==> config.mk <==
export PLATFORM = sky130hd
export DESIGN_NAME = execute_stage
export DESIGN_NICKNAME = d
export VERILOG_FILES = /design/src/rtl/execute_stage.sv
export SDC_FILE = /design/constraint.sdc
export NUM_CORES = 1
export LEC_CHECK = 0
export CORE_MARGIN = 2
export CORE_UTILIZATION = 42
export CTS_CLUSTER_DIAMETER = 120
export DETAILED_ROUTE_END_ITERATION = 7
export PLACE_DENSITY = 0.85
export REMOVE_ABC_BUFFERS = 1
export SETUP_SLACK_MARGIN = 0.4
export SKIP_CTS_REPAIR_TIMING = 1
export SLEW_MARGIN = 20
export SYNTH_ARGS = -nofsm -noshare
export SYNTH_HDL_FRONTEND = slang
export SYNTH_SLANG_ARGS = --single-unit
==> constraint.sdc <==
create_clock -name clk -period 6.7 [get_ports clk]
set_input_delay 1.34 -clock clk [delete_from_list [all_inputs] [get_ports clk]]
set_output_delay 1.34 -clock clk [all_outputs]
set_load 0.005 [all_outputs]
==> src/rtl/execute_stage.sv <==
// rtl/execute_stage.sv - RV32I execute stage: operand forwarding, ALU, BEQ resolve, EX/MEM register.
// Optional macro EXECUTE_FORWARD_EN enables the hazard-unit forward muxes on SrcA/SrcB.
module execute_stage #(
    parameter int XLEN       = 32,
    parameter int REG_ADDR_W = 5
) (
    input  logic                  clk,
    input  logic                  rst,
    input  logic                  RegWriteE,
    input  logic                  ALUSrcE,
    input  logic                  MemWriteE,
    input  logic                  ResultSrcE,
    input  logic                  BranchE,
    input  logic [2:0]            ALUControlE,
    input  logic [XLEN-1:0]       RD1E,
    input  logic [XLEN-1:0]       RD2E,
    input  logic [XLEN-1:0]       ImmExtE,
    input  logic [XLEN-1:0]       PCE,
    input  logic [XLEN-1:0]       PCPlus4E,
    input  logic [REG_ADDR_W-1:0] RDE,
    input  logic [XLEN-1:0]       ResultW,
    input  logic [1:0]            ForwardAE,
    input  logic [1:0]            ForwardBE,
    output logic                  PCSrcE,
    output logic [XLEN-1:0]       PCTargetE,
    output logic                  RegWriteM,
    output logic                  MemWriteM,
    output logic                  ResultSrcM,
    output logic [XLEN-1:0]       ALUResultM,
    output logic [XLEN-1:0]       WriteDataM,
    output logic [REG_ADDR_W-1:0] RDM,
    output logic [XLEN-1:0]       PCPlus4M
);

    logic [XLEN-1:0] srcA;
    logic [XLEN-1:0] fwdB;
    logic [XLEN-1:0] srcB;
    logic [XLEN-1:0] aluResult;
    logic            zero;

`ifdef EXECUTE_FORWARD_EN
    // ALUResultM is the registered output of this stage, so feeding it back is loop-free.
    always_comb begin
        srcA = RD1E;
        case (ForwardAE)
            2'b01:   srcA = ResultW;
            2'b10:   srcA = ALUResultM;
            default: srcA = RD1E;
        endcase
    end

    always_comb begin
        fwdB = RD2E;
        case (ForwardBE)
            2'b01:   fwdB = ResultW;
            2'b10:   fwdB = ALUResultM;
            default: fwdB = RD2E;
        endcase
    end
`else
    logic unusedFwdInputs;
    assign unusedFwdInputs = ^{ForwardAE, ForwardBE, ResultW};
    assign srcA = RD1E;
    assign fwdB = RD2E;
`endif

    assign srcB = ALUSrcE ? ImmExtE : fwdB;

    always_comb begin
        aluResult = '0;
        case (ALUControlE)
            3'b000:  aluResult = srcA + srcB;
            3'b001:  aluResult = srcA - srcB;
            3'b010:  aluResult = srcA & srcB;
            3'b011:  aluResult = srcA | srcB;
            3'b101:  aluResult = {{(XLEN-1){1'b0}}, ($signed(srcA) < $signed(srcB))};
            default: aluResult = '0;
        endcase
    end

    // BEQ is decoded as a subtract, so equality shows up as a zero result.
    assign zero      = (aluResult == '0);
    assign PCSrcE    = BranchE & zero;
    assign PCTargetE = PCE + ImmExtE;

    always_ff @(posedge clk or negedge rst) begin
        if (!rst) begin
            RegWriteM  <= 1'b0;
            MemWriteM  <= 1'b0;
            ResultSrcM <= 1'b0;
            ALUResultM <= '0;
            WriteDataM <= '0;
            RDM        <= '0;
            PCPlus4M   <= '0;
        end else begin
            RegWriteM  <= RegWriteE;
            MemWriteM  <= MemWriteE;
            ResultSrcM <= ResultSrcE;
            ALUResultM <= aluResult;
            WriteDataM <= fwdB;
            RDM        <= RDE;
            PCPlus4M   <= PCPlus4E;
        end
    end

endmodule

==> metrics, run 1 <==
final core occ 73.89%; Initial Utilization 43.12%; IO buf count 311; synth unique cells 78; first-pass GRT wire length 55190 microns; leakage 7.547 nW; Sink Count 104; Net count, final 2030; final setup violation count 0; Avg Inst Size Synth 8.477 sq um; Async SR Flop Fraction 100.0%; Core Rows 54; DP HPWL 29010 microns; P&R area growth vs syn 71.35%; post-synth top area cell dfrtp_1; vias per cell 5.773; RSZ-0062 raised after global routing yes; top post-synthesis cells by count 127 x ha_1, 104 x dfrtp_1, 104 x inv_1, 87 x a21oi_1, 83 x nand2_1; post-synthesis sequential area ratio 27.48%; required time of the critical path 5.36 ns; die height 154.2 microns; Max Fclk 0.1505 GHz; final WL 39330 microns; PwrDens 164.8 nW/um^2; detailed router's first-iteration violation count 1009; Synthesis Warnings 0; GPL Wtd Cong 1.025; Clock transition at path regs 0.10 ns; first-pass iteration count of the detailed router 8; Synth area leaders dfrtp_1 27%, ha_1 17%, a21oi_1 4.6%, inv_1 4.1%, mux2i_1 4.0%; Diodes inserted 0; Setup CP Type in2out; TritonCTS clock tree yes; Die Area 23760 sq um; maxcap violations 0; drt wl/cell 19.92 microns; failing checks DRC; Worst Path Max Fanout 7; vias in the first global route 10633; core area 21960 sq um; slew at the pin with the worst max-slew slack 0.9177 ns; final hold vios 0; flops & latches, synth 104; cell area after layout 16230 sq um; clock root buffer clkbuf_16; CP arrival 5.30 ns; CTS buffer count 9; CP Launch Type input port; Rel. slew slack 38.82%; Post-synth EDFFs 0; count leader, synth ha_1; # IOs 348; outcome finished, violations left; DRC 1; largest net degree at the start of global routing 77; Clock Tree Buf Depth 2; Cells after Synth 1117; Die Wd 154.2 microns; top_reg_cell synth dfrtp_1; Tot Pwr 2.674 mW; setup_tns 0 ns; via total after detailed routing 11396; Post-Syn Area 9469 sq um; antenna viol nets, final 0; H-tree levels 3; final cycle utilization of the critical path 99.17%; Critical Path Sink Type output pin; gr usage total 28.85%; grt total ovfl 0; post-layout min period 6.645 ns; WHS 0.9283 ns; layout cell share with drive strength beyond 1 26.86%; area of placed instances 14830 sq um; final slew viol count 0; Worst VDD drop 0.1361 mV; hold crit path type in2async; share of Yosys cell area claimed by the top area cell type 27.48%; initial antenna violation count 0
## cell usage in the layout (no fill, tap or decap), types with 8 or more instances in the layout
cell type,synthesis,final
o21a_1,14,14
nand2_1,83,82
nor3_1,30,23
dfrtp_1,104,104
mux2i_1,38,18
a21o_1,21,21
nor4_1,10,9
o21bai_1,18,17
xnor2_1,35,34
clkdlybuf4s50_1,0,277
nand3_1,20,20
o31ai_1,13,10
nand4_1,12,12
a21oi_1,87,75
o211ai_1,22,22
ha_1,127,103
o21ai_1,8,12
o21ai_0,57,47
inv_1,104,99
a21oi_2,3,14
ha_4,0,17
clkbuf_16,0,11
a31oi_1,14,11
a211oi_1,27,23
nor2_1,74,71
xor2_1,13,13
a2111oi_2,1,8
o22ai_1,11,11
mux2i_4,0,13
buf_4,1,283
dlymetal6s2s_1,0,29
buf_6,1,10
## state kept, by name, indices dropped and copies added (netlist names)
name and cells:
ALUResultM 32, RegWriteM 1, RDM 5, WriteDataM 32
MemWriteM 1, ResultSrcM 1, PCPlus4M 32
## worst max-delay path, stage by stage
cell	delay (ns)
buf_12	0.11
clkbuf_16	0.17
mux2i_4	0.32
ha_4	0.27
buf_4	0.15
inv_2	0.08
a211oi_2	0.08
buf_4	0.15
a21oi_4	0.14
a211oi_2	0.10
buf_4	0.16
a2111oi_4	0.32
buf_4	0.19
o21ai_2	0.07
o311a_1	0.37
xnor2_2	0.17
a211oi_2	0.11
or3_1	0.39
nor4_2	0.24
and4b_1	0.22
buf_2	0.12
## area by class of cell
| type | count | area [sq um] |
|---|---|---|
| fillers | 1518 | 5733 |
| well taps | 280 | 350.3 |
| flip-flops and latches | 104 | 2603 |
| inverters | 110 | 419.2 |
| clock buffers | 9 | 225.2 |
| multi-input cells | 855 | 7018 |
| clock inverters | 7 | 72.57 |
| repair buffers | 609 | 5538 |
## stage by stage
step                      instances  setup WS [ns]
after global routing           1974       -0.09959
after floorplan                1069         0.6191
after CTS                      1954        -0.7965
after global placement         1938        -0.7719
after detailed placement       1938        -0.7673
final                          1974        0.05544
## path summary, 6_finish.rpt
| path | startpoint | end | slack (ns) | depth (start not counted) |
|---|---|---|---|---|
| max | ALUSrcE | PCSrcE | 0.06 | 21 |
| max in group asynchronous | rst | ALUResultM[8] | 4.44 | 2 |
| min | rst | WriteDataM[1] | 0.93 | 1 |
| min in group clk | RD2E[2] | WriteDataM[2] | 1.16 | 1 |
## cell families (layout without fill, tap and decap cells)
family / after synthesis / count (layout) / share of synthesized area (%)
adder cells (fa/ha/maj): 130 / 130 / 17.42
buffers and inverters: 158 / 735 / 6.620
flip-flops: 104 / 104 / 27.48
multiplexers: 38 / 38 / 4.017
AO/OA/AOI/OAI: 361 / 361 / 25.87
XOR/XNOR: 48 / 48 / 4.440
AND/OR/NAND/NOR: 278 / 278 / 14.15
## routing by layer
| layer | part of all wire [%] | vias to the layer above | global-route usage, % |
|---|---|---|---|
| met1 | 39 | 5368 | 37.38 |
| met4 | 3.4 | 0 | 6.943 |
| met3 | 8.8 | 148 | 4.369 |
| met2 | 49 | 691 | 50.57 |
| li1 | - | 5189 | - |
| met5 | 0 | - | 0 |
## report_power, final
group	switching, mW	internal (mW)	leakage (nW)
Clock	0.296	0.265	0.143
Combinational	0.681	0.747	6.15
Sequential	0.0132	0.673	1.25
Total	0.990	1.68	7.55
Power figures use the tool's default switching activity.
==> run 2: changes to the inputs <==
--- a/config.mk
+++ b/config.mk
@@ -6,12 +6,12 @@
 export NUM_CORES = 1
 export LEC_CHECK = 0
 export CORE_MARGIN = 2
-export CORE_UTILIZATION = 42
+export CORE_UTILIZATION = 35
 export CTS_CLUSTER_DIAMETER = 120
 export DETAILED_ROUTE_END_ITERATION = 7
-export PLACE_DENSITY = 0.85
+export PLACE_DENSITY = 0.74
 export REMOVE_ABC_BUFFERS = 1
-export SETUP_SLACK_MARGIN = 0.4
+export SETUP_SLACK_MARGIN = 0.2
 export SKIP_CTS_REPAIR_TIMING = 1
 export SLEW_MARGIN = 20
 export SYNTH_ARGS = -nofsm -noshare
==> metrics, run 2 (same netlist as run 1, synthesis figures left out) <==
Worst Path Max Fanout 4; cell area after layout 15550 sq um; vias in the first global route 10445; core area 26730 sq um; via total after detailed routing 10608; initial antenna violation count 0; final core occ 58.20%; failing checks setup timing; required time of the critical path 5.36 ns; hold crit path type in2async; # IOs 348; clock root buffer clkbuf_16; CP startpoint ImmExtE[6]; first-pass GRT wire length 54450 microns; area of placed instances 14930 sq um; non-filler cells, final 2024; Max Fclk 0.1478 GHz; Worst VDD drop 0.1338 mV; Core Rows 60; outcome finished, violations left; H-tree levels 3; leakage 7.199 nW; final cycle utilization of the critical path 101.0%; commonest cells after routing, fill and taps aside 302 x clkdlybuf4s50_1, 286 x buf_4, 118 x ha_1, 104 x dfrtp_1, 104 x inv_1; Initial Utilization 35.43%; IO buf count 311; Die Area 28390 sq um; die height 168.5 microns; drt wl/cell 17.49 microns; GPL Wtd Cong 0.9499; grt total ovfl 0; vias per cell 5.241; final setup violation count 1; Diodes inserted 0; RSZ-0062 raised after global routing yes; final hold vios 0; PwrDens 165.3 nW/um^2; top flop regs ALUResultM (32), PCPlus4M (32), WriteDataM (32); detailed router's first-iteration violation count 721; post-layout min period 6.767 ns; CTS buffer count 9; CP arrival 5.43 ns; Setup CP Type in2out; CP Launch Type input port; P&R area growth vs syn 64.26%; Critical Path Sink Type output pin; Die Wd 168.5 microns; Net count, final 2019; antenna viol nets, final 0; slew at the pin with the worst max-slew slack 0.8644 ns; DP HPWL 29080 microns; gr usage total 23.95%; placed cells 2004; largest net degree at the start of global routing 56; maxcap violations 0; DRC 0; Clock transition at path regs 0.09 ns; final slew viol count 0; layout cell share with drive strength beyond 1 22.82%; TritonCTS clock tree yes; commonest non-fill, non-tap cell in the layout clkdlybuf4s50_1; final WL 35400 microns; Rel. slew slack 42.03%; FILL cells 2371; Clock Tree Buf Depth 2; first-pass iteration count of the detailed router 5; setup ws final -0.06666 ns; Sink Count 104
==> run 2: worst paths after layout <==
path	to	slack [ns]	depth (start not counted)
max	PCSrcE	-0.07	18
min	WriteDataM[1]	0.99	1
max in group asynchronous	ALUResultM[12]	4.54	2
min in group clk	WriteDataM[12]	1.11	1
==> run 2: stage by stage <==
step / TNS, ns / power [mW] / setup slack (ns) / hold slack (ns)
global route: -0.2340 / 2.721 / -0.2340 / 1.044
floorplan: 0 / 1.234 / 0.6191 / 1.044
CTS: -1.502 / 2.530 / -0.9256 / 1.019
detailed placement: -1.385 / 1.959 / -0.8743 / 1.419
finish: -0.06666 / 2.571 / -0.06666 / 0.9888
global placement: -0.9658 / 1.940 / -0.8359 / 1.404
==> run 2: report_power, final <==
part	leakage [nW]	total, mW	internal (mW)	switching (mW)
clock network	0.141	0.563	0.262	0.300
logic	5.81	1.32	0.706	0.617
registers	1.25	0.685	0.673	0.0123
==> run 2: routing by layer <==
layer	up-vias	share of wire (%)	global-route usage, %
met5	-	0	0
met4	0	2.7	6.972
met3	74	7.3	4.045
met2	437	47	40.63
met1	4942	43	31.42
li1	5155	-	-
==> run 2: critical path, stage by stage <==
cell	delay, ns
clkdlybuf4s50_1	0.52
mux2i_2	0.10
buf_4	0.16
ha_1	0.32
buf_4	0.17
a21oi_1	0.21
o211ai_1	0.17
and2_1	0.24
a311o_1	0.38
a21boi_1	0.22
o31ai_1	0.13
a22oi_1	0.18
o211ai_1	0.22
nor4_2	0.34
nand4_1	0.15
nor4_2	0.24
and4b_1	0.22
buf_2	0.12
==> run 2: cell type report <==
class / instances / area [sq um] / share of cell area [%]
multi-input cells: 855 / 6535 / 42.02
well taps: 341 / 426.7 / 2.743
inverters: 110 / 412.9 / 2.655
flip-flops and latches: 104 / 2603 / 16.73
clock buffers: 9 / 225.2 / 1.448
clock inverters: 7 / 63.81 / 0.4103
repair buffers: 598 / 5288 / 34.00
